File: config.mk
export PLATFORM = sky130hd
export DESIGN_NAME = pong_ball_ctrl
export DESIGN_NICKNAME = d
export VERILOG_FILES = /design/src/rtl/pong_ball_ctrl.sv
export SDC_FILE = /design/constraint.sdc
export NUM_CORES = 1
export LEC_CHECK = 0
export ABC_CLOCK_PERIOD_IN_PS = 2150
export BUFFER_PORTS_ARGS = -buffer_cell sky130_fd_sc_hd__buf_4
export CORE_MARGIN = 4
export CORE_UTILIZATION = 50
export DETAILED_ROUTE_END_ITERATION = 10
export PLACE_DENSITY = 0.71
export SLEW_MARGIN = 20
export SYNTH_ARGS = -nofsm -noshare
export SYNTH_HDL_FRONTEND = slang
export SYNTH_SLANG_ARGS = --single-unit
File: constraint.sdc
create_clock -name i_Clk -period 2.15 [get_ports i_Clk]
set_input_delay 0.1075 -clock i_Clk [delete_from_list [all_inputs] [get_ports i_Clk]]
set_output_delay 0.1075 -clock i_Clk [all_outputs]
set_load 0.01 [all_outputs]
File: src/rtl/pong_ball_ctrl.sv
// =============================================================================
// Module   : pong_ball_ctrl
// Purpose  : Pong ball motion, paddle hit/miss detection, scoring and ball draw.
//            Optional macro PONG_BALL_HIDE_IDLE_EN blanks the ball outside RUN.
// Revision : 1.0 - initial release
// =============================================================================
`default_nettype none

module pong_ball_ctrl #(
   parameter int c_GAME_WIDTH    = 40,
   parameter int c_GAME_HEIGHT   = 30,
   parameter int c_PADDLE_HEIGHT = 5,
   parameter int c_PADDLE_COL_P1 = 0,
   parameter int c_PADDLE_COL_P2 = 39,
   parameter int c_BALL_SPEED    = 1250000
) (
   input  logic       i_Clk,
   input  logic       i_Rst,
   input  logic       i_Game_Active,
   input  logic [5:0] i_Col_Count,
   input  logic [5:0] i_Row_Count,
   input  logic [5:0] i_Paddle_Y_P1,
   input  logic [5:0] i_Paddle_Y_P2,
   output logic       o_Draw_Ball,
   output logic [5:0] o_Ball_X,
   output logic [5:0] o_Ball_Y,
   output logic       o_P1_Score_Pulse,
   output logic       o_P2_Score_Pulse,
   output logic       o_Running
);

   localparam int               c_CNT_W      = (c_BALL_SPEED < 2) ? 1 : $clog2(c_BALL_SPEED + 1);
   localparam logic [c_CNT_W-1:0] c_CNT_LAST = c_CNT_W'(c_BALL_SPEED);
   localparam logic [5:0]       c_CENTRE_X   = 6'(c_GAME_WIDTH / 2);
   localparam logic [5:0]       c_CENTRE_Y   = 6'(c_GAME_HEIGHT / 2);
   localparam logic [5:0]       c_Y_MAX      = 6'(c_GAME_HEIGHT - 1);
   localparam logic [5:0]       c_P1_HIT_COL = 6'(c_PADDLE_COL_P1 + 1);
   localparam logic [5:0]       c_P2_HIT_COL = 6'(c_PADDLE_COL_P2 - 1);
   localparam logic [6:0]       c_PAD_SPAN   = 7'(c_PADDLE_HEIGHT);

   typedef enum logic [0:0] {
      ST_IDLE = 1'b0,
      ST_RUN  = 1'b1
   } state_t;

   state_t             state_q, state_d;
   logic [c_CNT_W-1:0] cnt_q, cnt_d;
   logic [5:0]         ball_x_q, ball_x_d;
   logic [5:0]         ball_y_q, ball_y_d;
   logic               dir_x_q, dir_x_d;
   logic               dir_y_q, dir_y_d;
   logic               draw_q, draw_d;
   logic               p1_pulse_q, p1_pulse_d;
   logic               p2_pulse_q, p2_pulse_d;

   logic [6:0] w_y7;
   logic [6:0] w_pad1_top, w_pad2_top;
   logic       w_hit_p1, w_hit_p2;

   // 7-bit compare so a paddle near the bottom cannot wrap its lower edge
   assign w_y7       = {1'b0, ball_y_q};
   assign w_pad1_top = {1'b0, i_Paddle_Y_P1};
   assign w_pad2_top = {1'b0, i_Paddle_Y_P2};
   assign w_hit_p1   = (w_pad1_top <= w_y7) && (w_y7 <= w_pad1_top + c_PAD_SPAN);
   assign w_hit_p2   = (w_pad2_top <= w_y7) && (w_y7 <= w_pad2_top + c_PAD_SPAN);

   always_comb begin
      state_d    = state_q;
      cnt_d      = cnt_q;
      ball_x_d   = ball_x_q;
      ball_y_d   = ball_y_q;
      dir_x_d    = dir_x_q;
      dir_y_d    = dir_y_q;
      p1_pulse_d = 1'b0;
      p2_pulse_d = 1'b0;

      case (state_q)
         ST_IDLE: begin
            cnt_d    = '0;
            ball_x_d = c_CENTRE_X;
            ball_y_d = c_CENTRE_Y;
            if (i_Game_Active) begin
               state_d = ST_RUN;
            end
         end

         ST_RUN: begin
            if (!i_Game_Active) begin
               state_d  = ST_IDLE;
               cnt_d    = '0;
               ball_x_d = c_CENTRE_X;
               ball_y_d = c_CENTRE_Y;
            end else if (cnt_q == c_CNT_LAST) begin
               cnt_d = '0;

               if (dir_y_q) begin
                  if (ball_y_q == c_Y_MAX) begin
                     dir_y_d  = 1'b0;
                     ball_y_d = ball_y_q - 6'd1;
                  end else begin
                     ball_y_d = ball_y_q + 6'd1;
                  end
               end else begin
                  if (ball_y_q == 6'd0) begin
                     dir_y_d  = 1'b1;
                     ball_y_d = 6'd1;
                  end else begin
                     ball_y_d = ball_y_q - 6'd1;
                  end
               end

               // A miss overrides the vertical result: ball recentres, dir_y unchanged
               if (!dir_x_q && (ball_x_q == c_P1_HIT_COL)) begin
                  if (w_hit_p1) begin
                     dir_x_d  = 1'b1;
                     ball_x_d = ball_x_q + 6'd1;
                  end else begin
                     p2_pulse_d = 1'b1;
                     state_d    = ST_IDLE;
                     ball_x_d   = c_CENTRE_X;
                     ball_y_d   = c_CENTRE_Y;
                     dir_x_d    = 1'b0;
                     dir_y_d    = dir_y_q;
                  end
               end else if (dir_x_q && (ball_x_q == c_P2_HIT_COL)) begin
                  if (w_hit_p2) begin
                     dir_x_d  = 1'b0;
                     ball_x_d = ball_x_q - 6'd1;
                  end else begin
                     p1_pulse_d = 1'b1;
                     state_d    = ST_IDLE;
                     ball_x_d   = c_CENTRE_X;
                     ball_y_d   = c_CENTRE_Y;
                     dir_x_d    = 1'b1;
                     dir_y_d    = dir_y_q;
                  end
               end else if (dir_x_q) begin
                  ball_x_d = ball_x_q + 6'd1;
               end else begin
                  ball_x_d = ball_x_q - 6'd1;
               end
            end else begin
               cnt_d = cnt_q + c_CNT_W'(1);
            end
         end

         default: begin
            state_d = ST_IDLE;
         end
      endcase
   end

   always_comb begin
`ifdef PONG_BALL_HIDE_IDLE_EN
      draw_d = (state_q == ST_RUN) && (i_Col_Count == ball_x_q) && (i_Row_Count == ball_y_q);
`else
      draw_d = (i_Col_Count == ball_x_q) && (i_Row_Count == ball_y_q);
`endif
   end

   always_ff @(posedge i_Clk) begin
      if (i_Rst) begin
         state_q    <= ST_IDLE;
         cnt_q      <= '0;
         ball_x_q   <= c_CENTRE_X;
         ball_y_q   <= c_CENTRE_Y;
         dir_x_q    <= 1'b1;
         dir_y_q    <= 1'b1;
         draw_q     <= 1'b0;
         p1_pulse_q <= 1'b0;
         p2_pulse_q <= 1'b0;
      end else begin
         state_q    <= state_d;
         cnt_q      <= cnt_d;
         ball_x_q   <= ball_x_d;
         ball_y_q   <= ball_y_d;
         dir_x_q    <= dir_x_d;
         dir_y_q    <= dir_y_d;
         draw_q     <= draw_d;
         p1_pulse_q <= p1_pulse_d;
         p2_pulse_q <= p2_pulse_d;
      end
   end

   assign o_Draw_Ball      = draw_q;
   assign o_Ball_X         = ball_x_q;
   assign o_Ball_Y         = ball_y_q;
   assign o_P1_Score_Pulse = p1_pulse_q;
   assign o_P2_Score_Pulse = p2_pulse_q;
   assign o_Running        = (state_q == ST_RUN);

endmodule

`default_nettype wire

==> Yosys cells after proc, flatten, opt, wreduce, memory -nomap -nowiden <==
Index checks and enable logic that the tools add are counted.
{ "word_totals": {"ff_bits": 39, "output_inout_bits": 16} }
{ "op_classes": {"magnitude_cmp": 4, "n_eq_ne": 9, "n_addsub": 7, "reduce_logical": 12, "n_bitwise": 5, "muxes": 40} }
{ "op_table": {"columns": ["op", "count"], "rows": [
  ["6-bit two-way mux", 16],
  ["21-bit two-way mux", 2],
  ["21-bit one-hot mux with 2 select lines", 1],
  ["6-bit one-hot mux with 2 select lines", 2],
  ["21-bit by 1-bit adder with 21-bit output (second input constant)", 1],
  ["21-bit == test (second input constant)", 1],
  ["1-bit two-way mux", 18],
  ["6-bit by 3-bit adder with 7-bit output (second input constant)", 2],
  ["6-bit by 7-bit less-or-equal comparator with 1-bit output", 2],
  ["6-bit by 1-bit adder with 6-bit output (second input constant)", 2],
  ["6-bit == test", 2],
  ["6-bit less-or-equal comparator", 2],
  ["6-bit by 1-bit subtractor with 6-bit output (second input constant)", 2],
  ["6-bit by 1-bit == test with 1-bit output (second input constant)", 1],
  ["6-bit by 5-bit == test with 1-bit output (second input constant)", 1],
  ["6-bit == test (second input constant)", 1],
  ["6-bit logical NOT", 1],
  ["6-bit OR reduction", 1],
  ["1-bit logical AND", 5],
  ["1-bit inverter", 5],
  ["5-bit AND reduction", 1],
  ["5-bit OR reduction", 1],
  ["4-bit AND reduction", 1],
  ["3-bit by 2-bit != test with 1-bit output (second input constant)", 1],
  ["other kinds (5)", 5]
]} }

==> Logic depth before layout (Yosys ltp) <==
Gate-level depths: netlist of the first run.
{ "depth": {"depth_word": 9, "depth_mapped": 11, "ltp_nobuf": 10} }

==> Least setup slack after synthesis of the first run <==
OpenSTA, ideal clock, no wires.
{ "synth_timing": {"kind": "flip-flop to flip-flop", "startpoint": "register ball_y_q[5], in the netlist o_Ball_Y[5]", "endpoint": "register ball_y_q[3], in the netlist o_Ball_Y[3]", "arrival_ns": 2.299, "setup_ns": 0.119, "stages_incl_launch_ff": 10, "required_time_ns": 2.031, "period_less_slack_ns": 2.417, "path_slack_ns": -0.267, "cell_sequence": "dfxtp_1 > clkbuf_1 > inv_1 > ha_1 > a21boi_0 > o32ai_1 > a21o_1 > buf_1 > o311ai_1 > a2bb2oi_2"} }
{ "synth_via": {"elab_chain_len": 9, "word_cells_on_any_way": 18, "cone_classes": "order compare (4); eq/ne (1); mux (10); reduce/logical (3)"} }
{ "synth_lines": {"columns": ["element", "line", "rtl"], "rows": [
  ["start: declaration", "49", "logic [5:0] ball_y_q, ball_y_d;"],
  ["start signal: assignment", "166", "ball_y_q <= c_CENTRE_Y;"],
  ["start signal: assignment", "176", "ball_y_q <= ball_y_d;"],
  ["branches (longest 5 deep; another with 6-bit by 7-bit less-or-equal comparator with 1-bit output)", null, null],
  ["6-bit two-way mux *", "113", "if (!dir_x_q && (ball_x_q == c_P1_HIT_COL)) begin"],
  ["6-bit two-way mux *", "93", "end else if (cnt_q == c_CNT_LAST) begin"],
  ["6-bit two-way mux *", "88", "if (!i_Game_Active) begin"],
  ["6-bit one-hot mux with 2 select lines *", "77", "case (state_q)"]
]} }
Every way passes the cells marked *. The select of a mux whose other input is x is not followed.
A chain may end at the register's enable or synchronous reset.

==> Worst setup path in the final report of the first run <==
{ "layout_timing": {"startpoint": "register ball_y_q[4], in the netlist o_Ball_Y[4]", "endpoint": "register ball_x_q[2], in the netlist o_Ball_X[2]"} }
{ "layout_via": {"elab_chain_len": 8, "word_cells_on_any_way": 13, "cone_classes": "order compare (4); mux (7); reduce/logical (2)"} }
{ "layout_lines": {"columns": ["element", "line", "rtl"], "rows": [
  ["6-bit by 7-bit less-or-equal comparator with 1-bit output or 6-bit less-or-equal comparator (tied branches)", "65", "assign w_hit_p2 = (w_pad2_top <= w_y7) && (w_y7 <= w_pad2_top + c_PAD_SPAN);"],
  ["1-bit logical AND", "65", null],
  ["6-bit two-way mux", "126", "if (w_hit_p2) begin"],
  ["6-bit two-way mux", "125", "end else if (dir_x_q && (ball_x_q == c_P2_HIT_COL)) begin"],
  ["6-bit two-way mux *", "113", null],
  ["6-bit two-way mux *", "93", null],
  ["6-bit two-way mux *", "88", null],
  ["6-bit one-hot mux with 2 select lines *", "77", null],
  ["end signal: assignment", "165", "ball_x_q <= c_CENTRE_X;"],
  ["end signal: assignment", "175", "ball_x_q <= ball_x_d;"],
  ["end: declaration", "48", "logic [5:0] ball_x_q, ball_x_d;"]
]} }
Every way passes the cells marked *; elsewhere a longest branch is shown, timed or not. The select of a mux whose other input is x is not followed.

==> results of run 1 <==
## cells in the final DEF (no fill, tap or decap), types with 4 or more instances in the layout
| cell type | synthesis | final |
|---|---|---|
| nand2b_1 | 5 | 5 |
| and3_1 | 8 | 7 |
| xnor2_1 | 20 | 20 |
| a21o_1 | 6 | 5 |
| nor4_1 | 8 | 8 |
| o21ai_1 | 2 | 5 |
| ha_1 | 36 | 34 |
| dfxtp_1 | 39 | 35 |
| xor2_1 | 24 | 24 |
| buf_4 | 1 | 100 |
| dfxtp_2 | 0 | 4 |
| nand2_1 | 20 | 20 |
| nand3_1 | 19 | 19 |
| o21ai_0 | 9 | 5 |
| inv_1 | 18 | 14 |
| inv_2 | 0 | 4 |
| mux2i_1 | 5 | 5 |
| clkbuf_8 | 0 | 5 |
| a21oi_1 | 22 | 20 |
| nor2_1 | 45 | 45 |
| nor3_1 | 6 | 6 |
| nand4_1 | 15 | 15 |
## cell families after synthesis
family / share of synthesized area, %
XOR/XNOR: 12.7
AND/OR/NAND/NOR: 26.5
multiplexers: 1.65
buffers and inverters: 4.74
adder cells (fa/ha/maj): 14.8
flip-flops: 25.7
AO/OA/AOI/OAI: 13.9
## state kept, by name, summed over array words and instances, names as in the netlist
| register | cells |
|---|---|
| o_P1_Score_Pulse | 1 |
| dir_x_q | 1 |
| o_Ball_Y | 6 |
| o_P2_Score_Pulse | 1 |
| o_Draw_Ball | 1 |
| dir_y_q | 1 |
| cnt_q | 21 |
| o_Ball_X | 6 |
| o_Running | 1 |
## report_power, final
group          switching (mW)  leakage (nW)  internal (mW)
logic                  0.0986          1.32          0.112
registers             0.00108         0.315          0.723
clock network           0.283        0.0548          0.349
## area by class of cell
class                      instances  area [µm²]
clock buffer                       5        68.8
clock inverter                     3        46.3
fill                             511        1900
inverter                          18        67.6
multi-input combinational        301        2190
sequential                        39         786
tap                               75        93.8
timing repair buffer             101         762
## synth_stat cells, drive strengths merged, types with 3 or more instances
master	count
a21o	6
ha	36
nor2	45
o21a	3
a21boi	3
o21ai	11
and3	8
nor3	8
a31oi	3
inv	18
xnor2	20
dfxtp	39
xor2	24
buf	10
nor4b	3
mux2i	5
nand2	20
nand3	19
clkbuf	4
or3	3
nand4	15
a21oi	22
nor4	8
and2	3
nand2b	5
## final timing paths
path / start / endpoint / slack (ns)
worst max-delay path: o_Ball_Y[4] / o_Ball_X[2] / 0.04
worst min-delay path: i_Rst / o_Running / 0.03
worst max register to register: o_Ball_Y[4] / o_Ball_X[2] / 0.04
worst min register to register: cnt_q[20] / cnt_q[20] / 0.54
## critical path, delay by kind of cell (launching register included)
kind	cells	cell delay (ns)
flops	1	0.32
buf+inv	1	0.15
compound gates	5	1.12
simple gates	1	0.10
fa+ha+maj	1	0.32
## repair_timing
item                       4_1_cts  5_1_grt
setup endpoints to repair        5       34
pin swaps                        0        6
resized for setup                2       22
buffers inserted                 0        2
cloned                           0        1
## metrics by stage
step / TNS, ns / worst slack, ns / total power [mW] / util [%]
final: 0 / 0.0364 / 1.57 / 67.9
after global routing: -0.0424 / -0.0247 / 1.64 / 67.9
after CTS: 0 / 0.00679 / 1.57 / 66.2
after detailed placement: -3.74 / -0.360 / 0.937 / 64.2
after global placement: -2.65 / -0.286 / 0.931 / 64.2
after floorplan: -0.00106 / -0.00106 / 0.843 / -
## layer usage
metal	share of wire (%)	track usage (%)
met1	45	28.2
met2	49	38.2
met3	4.8	3.27
met4	1.3	6.33
met5	0	0
==> impl_metrics.tcl, run 1 <==
set metrics [dict create \
    cts_root_buffer "clkbuf_8" \
    hold_viol_final 0 \
    io_pins 43 \
    die-area_mm2 0.00738 \
    drt-total-wl_mm 7.81 \
    ys_ff_latch 39 \
    holdWs_ns 0.0342 \
    gr-total-overflow 0 \
    fin_skew_ns 0.00555 \
    worst_pin_slew_ns 0.481 \
    async_reset_ff_share_pct 0 \
    cts_tree "done" \
    start_kind "register" \
    grt_max_degree 15 \
    leakagePower_nw 1.69 \
    hp-class "in2reg" \
    die-width_um 85.9 \
    antenna_found_initial 0 \
    post-place-cells 531 \
    max_freq_ghz 0.473 \
    core_area_mm2 0.00592 \
    drive_gt1_share_pct 29.1 \
    wire_per_inst_um 14.4 \
    cp.required_ns 2.35 \
    via_per_inst 5.49 \
    grt_use_total_pct 22.0 \
    ys_top_cells_by_area "dfxtp_1, ha_1, xor2_1" \
    synth_edf_count 0 \
    dpl-instance-area_mm2 0.00380 \
    ir_worst_vdd_uv 380 \
    fp.dieH_um 85.9 \
    hold_depth 2 \
    drtAntennaViolNets 0 \
    cap_violations 0 \
    crit_slowest_cell "dfxtp_2" \
    setup_viol_count_final 0 \
    yosysTopAreaCellShare_pct 25.7 \
    path_class "reg2reg" \
    clockBufferDepth 2 \
    start_util_pct 51.3 \
    slew_viol_final 0 \
    worstPathArrival_ns 2.31 \
    syn_to_final_growth_pct 32.3 \
    status "completed" \
    hpwl_mm 5.97 \
    ctsHtreeMaxLevel 2 \
    fin_crit_ns 2.11 \
    yosysSeqAreaShare_pct 25.7 \
    cts_buffers 5 \
    rows 28 \
    cts.sinks 39 \
    slew_headroom_pct 67.7 \
    yosys.area.top_type "dfxtp_1" \
    synth_ff_type "dfxtp_1" \
    cts_hold_buf 0 \
    clk_latency_ns 0.30 \
    drt_iter0_drc 130 \
    drt_first_pass_iters 4 \
    final_net_count 529 \
    synth_area_mm2 0.00304 \
    max_stage_delay_ns 0.32 \
    stdcell_area_mm2 0.00402 \
    syn_area_per_cell_um2 8.19 \
    layout.cells.non_filler 542 \
    route.detailed.drc 0 \
    grt_pass1_wl_mm 13.3 \
    antennaDiodeCount 0 \
    vias 2973 \
    cp_max_fo 4 \
    cp_cell_sequence "buf_4 > ha_1 > a21o_1 > a21o_1 > o21ai_2 > nand2_1 > o31a_1 > a221o_1" \
    clk_pin_slew_worst_paths_ns 0.08 \
    endpoint_kind "register" \
    ys_types 54 \
    gp_congestion 0.931 \
    path_common_cell "a21o_1" \
    port_buffers 42 \
    rr_worst_depth 8 \
    grt_pass1_vias 2943 \
    fin_crit_sh_pct 98.3 \
    power_density_mw_per_mm2 390 \
    synth_nets 434 \
    yosys_warnings 0 \
    netlist_instances 371 \
]
Power figures use the tool's default switching activity.
==> run 2, diff against run 1 <==
Settings changed: CORE_ASPECT_RATIO set to 1.75.
==> run 2 against run 1 <==
Net effect: clock power decreased by 15%; highest routed layer unchanged; first-iteration DRC count fell by 27%; largest power group unchanged; critical endpoint is now o_Ball_Y[4]; global-route usage is 1.9 points higher; register-to-register slack about the same; largest cell class unchanged; maximum frequency hardly changed.
==> impl_metrics.tcl, run 2 (same netlist as run 1, synthesis figures left out) <==
set metrics [dict create \
    status "completed" \
    ir_worst_vdd_uv 572 \
    post-place-cells 523 \
    die-width_um 66.9 \
    cp_cell_sequence "buf_4 > ha_4 > nand3b_1 > a21o_1 > a211o_1 > a21o_4 > buf_4 > a32oi_2 > a21oi_1" \
    max_stage_delay_ns 0.32 \
    antennaDiodeCount 0 \
    vias 3011 \
    hold_viol_final 0 \
    ctsHtreeMaxLevel 2 \
    core_area_mm2 0.00588 \
    die-area_mm2 0.00743 \
    layout.cells.non_filler 535 \
    slew_headroom_pct 72.0 \
    cp_max_fo 9 \
    combPwrFrac_pct 15.2 \
    regArea_um2 785 \
    leakagePower_nw 1.65 \
    worstPathArrival_ns 2.29 \
    drt-total-wl_mm 8.63 \
    clk_pin_slew_worst_paths_ns 0.08 \
    power_density_mw_per_mm2 370 \
    crit_family "compound AO/OA/AOI/OAI gates" \
    p_int_mw 1.14 \
    grt_use_total_pct 23.9 \
    cts_root_buffer "clkbuf_8" \
    via_per_inst 5.63 \
    endpoint_kind "register" \
    slew_viol_final 0 \
    drive_gt1_share_pct 29.1 \
    hpwl_mm 6.67 \
    port_buffers 42 \
    p_sw_mw 0.356 \
    fin_crit_sh_pct 98.3 \
    antenna_found_initial 0 \
    clk_latency_ns 0.29 \
    hp-class "in2reg" \
    multi_input_area_mm2 0.00227 \
    grt_pass1_vias 3172 \
    max_freq_ghz 0.473 \
    drt_iter0_drc 95 \
    worst_pin_slew_ns 0.416 \
    grt_pass1_wl_mm 14.1 \
    start_util_pct 51.6 \
    path_common_cell "buf_4" \
    cp.required_ns 2.33 \
    fillCellCount 509 \
    pwr-share-clk_pct 36.2 \
    largest_register_ffs 21 \
    final_net_count 519 \
    largest_register "cnt_q" \
    pwr-share-seq_pct 48.6 \
    rsz0062_at_grt "true" \
    rows 37 \
    netSwitchingFraction_pct 23.9 \
    setup_viol_count_final 0 \
    route.detailed.drc 0 \
    final_util_pct 68.6 \
    cts_hold_buf 0 \
    fin_crit_ns 2.11 \
    fin_skew_ns 0.00638 \
    holdWs_ns 0.0486 \
    clockBufferDepth 2 \
    final_common_cell "buf_4" \
    gr-total-overflow 0 \
    cap_violations 0 \
    drt_first_pass_iters 4 \
    drtAntennaViolNets 0 \
    wire_per_inst_um 16.1 \
    cts.sinks 39 \
    fin_setup_tns_ns 0 \
    gp_congestion 0.898 \
    path_class "reg2reg" \
    syn_to_final_growth_pct 32.9 \
    grt_max_degree 15 \
    start_kind "register" \
    final_cell_mix "buf_4, nor2_1, dfxtp_1" \
    cts_tree "done" \
    cts_buffers 5 \
    crit_buf_inv 2 \
    fp.dieH_um 111 \
    io_pins 43 \
    crit_slowest_cell "dfxtp_1" \
]
[run 2: per-stage QoR]
step / setup WS [ns] / total power, mW / instance area [µm²]
CTS: -0.0391 / 1.49 / 3910
finish: 0.0375 / 1.49 / 4040
detailed placement: -0.306 / 0.939 / 3730
global placement: -0.233 / 0.932 / 3730
global route: -0.0310 / 1.56 / 4040
floorplan: -0.00106 / 0.843 / 3060
[run 2: layout make-up]
| cell class | instances | share of cell area (%) |
|---|---|---|
| multi-input combinational | 300 | 56.4 |
| sequential | 39 | 19.4 |
| timing repair buffer | 92 | 17.6 |
| clock buffer | 8 | 2.48 |
| tap | 78 | 2.42 |
| inverter | 18 | 1.67 |
[run 2: worst paths after layout]
path	startpoint	to	slack (ns)	cells after the start
worst min register to register	cnt_q[0]	cnt_q[0]	0.51	1
worst max register to register	o_Ball_Y[1]	o_Ball_Y[4]	0.04	9
worst max-delay path	o_Ball_Y[1]	o_Ball_Y[4]	0.04	9
worst min-delay path	i_Rst	o_Draw_Ball	0.05	2
[run 2: worst register-to-register path, delay by kind of cell (launching register included)]
family / cells / cell delay [ns]
flops: 1 / 0.32
buf+inv: 2 / 0.35
simple gates: 1 / 0.08
compound gates: 5 / 0.98
fa+ha+maj: 1 / 0.28
[run 2: power groups by stage]
stage | Clock [mW] | Sequential [mW] | Combinational [mW]
floorplan | 0 | 0.742 | 0.101
global placement | 0 | 0.742 | 0.190
detailed placement | 0 | 0.742 | 0.197
CTS | 0.552 | 0.725 | 0.211
global route | 0.580 | 0.725 | 0.251
finish | 0.540 | 0.725 | 0.226
[run 2: metal layers]
layer / wire length (µm) / track usage [%] / vias up
met1: 3180 / 23.9 / 1436
met2: 5020 / 46.9 / 63
li1: - / - / 1492
met5: 0 / 0 / -
met4: 231 / 9.76 / 0
met3: 204 / 2.64 / 20
[run 2: repair_timing]
| action | CTS | global route |
|---|---|---|
| resized for setup | 11 | 22 |
| setup endpoints to repair | 10 | 15 |
| buffers inserted | 1 | 3 |
| hold endpoints to repair | 0 | 0 |
| pin swaps | 5 | 8 |
==> run 3, diff against run 2 <==
Settings changed: ABC_AREA set to 1, ABC_CLOCK_PERIOD_IN_PS 2150 to 2100, PLACE_DENSITY 0.71 to 0.68, REMOVE_ABC_BUFFERS set to 1.
Clock period 2.15 ns to 2.1 ns, I/O delays scaled along.
==> run 3 against run 2 <==
Net effect: total power is 20% higher; area after synthesis grew 9.5%; sequential cell count unchanged; critical endpoint is now o_Ball_Y[3]; largest power group is now the clock network; synthesized cell count up 28%; non-clock buffer count shrank 28.
==> impl_metrics.tcl, run 3 <==
set metrics [dict create \
    status "completed" \
    busiest_layer "met2" \
    cts_hold_buf 0 \
    rr_worst_depth 14 \
    grt_pass1_wl_mm 15.0 \
    synthTopCellsByCount "nand2_1, inv_1, dfxtp_1" \
    final_cell_mix "nand2_1, buf_4, inv_1" \
    start_kind "input port" \
    combPwrFrac_pct 15.5 \
    synth_edf_count 0 \
    worst_pin_slew_ns 0.441 \
    cts_root_buffer "clkbuf_16" \
    route.detailed.drc 0 \
    cap_violations 0 \
    die-width_um 69.6 \
    ctsHtreeMaxLevel 2 \
    grt_use_met1_pct 21.8 \
    clk_latency_ns 0.29 \
    reg2reg_slack_ns 0.17 \
    clk_pin_slew_worst_paths_ns 0.06 \
    yosysTopAreaCellShare_pct 23.5 \
    syn_to_final_growth_pct 21.4 \
    antennaDiodeCount 0 \
    setup_viol_count_final 0 \
    core_area_mm2 0.00649 \
    met3_usage_pct 4.25 \
    hpwl_mm 7.22 \
    grt_use_total_pct 23.3 \
    drt_iter0_drc 100 \
    async_reset_ff_share_pct 0 \
    max_freq_ghz 0.511 \
    ys_ff_latch 39 \
    syn_area_per_cell_um2 6.98 \
    fp.dieH_um 116 \
    drtAntennaViolNets 0 \
    postCtsSetupBuffers 0 \
    hold_viol_final 0 \
    worstPathArrival_ns 2.14 \
    endpoint_kind "register" \
    slew_viol_final 0 \
    netlist_instances 476 \
    drive_gt1_share_pct 23.2 \
    pre_cts_slack_ns -0.155 \
    drt_first_pass_iters 4 \
    endpoint "o_Ball_Y[3]" \
    setup_slack_ns 0.145 \
    largest_register_ffs 21 \
    cts.sinks 39 \
    gp_congestion 0.905 \
    final_common_cell "nand2_1" \
    start_util_pct 51.2 \
    fillCellCount 660 \
    ys_types 41 \
    port_buffers 42 \
    netSwitchingFraction_pct 25.1 \
    path_class "in2reg" \
    clockBufferDepth 2 \
    largest_register "cnt_q" \
    drt-total-wl_mm 8.90 \
    grt_pass1_vias 3283 \
    yosysMostFrequentCell "nand2_1" \
    io_pins 43 \
    p_int_mw 1.34 \
    leakagePower_nw 1.82 \
    ir_worst_vdd_uv 579 \
    gr-total-overflow 0 \
    post-place-cells 617 \
    vias 3296 \
    cts_tree "done" \
    regToRegEndpoint "o_Running" \
    fin_setup_tns_ns 0 \
    power_density_mw_per_mm2 443 \
    fin_skew_ns 0.00687 \
    gr-usage-met2_pct 46.0 \
    synth_area_mm2 0.00332 \
    cts_buffers 5 \
    crit-reg2reg-launch "o_Ball_Y[5]" \
    layout.cells.non_filler 624 \
    rows 39 \
    hp-class "in2reg" \
    fin_crit_ns 1.96 \
    pwr-share-clk_pct 42.6 \
    yosys.area.top_type "dfxtp_1" \
    yosys_warnings 0 \
    grt_max_degree 18 \
    synth_ff_type "dfxtp_1" \
    cp-startpoint "i_Paddle_Y_P1[0]" \
    die-area_mm2 0.00807 \
    cp_max_fo 6 \
    yosysSeqAreaShare_pct 23.5 \
    final_net_count 605 \
    fin_crit_sh_pct 93.1 \
    cp.required_ns 2.29 \
    pwr-share-seq_pct 41.9 \
    ys_top_cells_by_area "dfxtp_1, ha_1, nand2_1" \
    wire_per_inst_um 14.3 \
    p_sw_mw 0.449 \
    antenna_found_initial 0 \
    p_total_mw 1.79 \
    slew_headroom_pct 70.6 \
    via_per_inst 5.28 \
]
-- run 3: changes by cell type after synthesis, sizes merged, moves of 6 or more --
cell	before	now
and3	8	1
xor2	24	16
nand3	19	32
nand2	20	102
nor3	8	14
o21ai	11	27
a21o	6	0
xnor2	20	12
nand4	15	22
inv	18	76
-- run 3: kinds of logic (layout without fill, tap and decap cells) --
logic type	count (synthesis)	after routing	share of synthesized area, %
DFF	39	39	23.5
xor gates and xnor gates	28	28	7.38
adders and majority gates	36	36	13.5
buffers and inverters	82	148	9.86
and+or+nand+nor	225	225	34.6
AOI/OAI and AO/OA	66	66	11.2
-- run 3: power by group through the flow --
stage / sequential (mW) / clock, mW / combinational [mW]
2_1_floorplan: 0.767 / 0 / 0.151
3_3_place_gp: 0.765 / 0 / 0.267
3_5_place_dp: 0.765 / 0 / 0.271
4_1_cts: 0.748 / 0.781 / 0.274
5_1_grt: 0.749 / 0.805 / 0.314
6_report: 0.749 / 0.762 / 0.277
-- run 3: worst min-delay path by stage --
stage               slack [ns]     startpoint        end  cells past startpoint
floorplan                 0.23  i_Game_Active  o_Running                      2
global placement          0.34  i_Game_Active  o_Running                      3
detailed placement        0.34  i_Game_Active  o_Running                      3
CTS                       0.05  i_Game_Active  o_Running                      3
global route              0.07  i_Game_Active  o_Running                      3
finish                    0.06  i_Game_Active  o_Running                      3
-- run 3: cell type report --
| class | count | area (µm²) | area share [%] |
|---|---|---|---|
| Tap cell | 82 | 103 | 2.54 |
| Sequential cell | 39 | 781 | 19.3 |
| Clock inverter | 1 | 5.00 | 0.124 |
| Inverter | 77 | 292 | 7.22 |
| Multi-Input combinational cell | 355 | 2240 | 55.4 |
| Timing Repair Buffer | 64 | 480 | 11.9 |
| Clock buffer | 6 | 139 | 3.44 |
-- run 3: layer usage --
layer	share of wire, %	vias to the layer above	wire [µm]
li1	-	1705	-
met1	36	1512	3200
met2	56	56	5020
met3	3.0	23	269
met4	4.5	0	403
met5	0	-	0
-- run 3: what timing repair did --
action,in CTS,in global routing
endpoints found under the hold margin,0,0
endpoints found under the setup margin,0,12
gates resized for setup,0,10
-- run 3: worst max-delay path, stage by stage --
cell and delay [ns]:
buf_4 0.12, ha_1 0.20, or2_2 0.28, nand2_1 0.08, xor2_1 0.15, ha_1 0.26, nand2_1 0.09, inv_1 0.04
nand2_1 0.06, nand3_1 0.07, nand2_1 0.06, nand2_1 0.04, nand2_1 0.08, nand3_2 0.12, nand2_4 0.14, nand2_4 0.07
o21ai_2 0.11, inv_1 0.04
-- run 3: metrics by stage --
stage	utilization, %	hold slack [ns]	area (µm²)
2_1_floorplan	-	0.231	3290
3_3_place_gp	59.6	0.336	3870
3_5_place_dp	59.6	0.344	3870
4_1_cts	61.9	0.0464	4020
5_1_grt	62.2	0.0686	4040
6_report	62.2	0.0559	4040
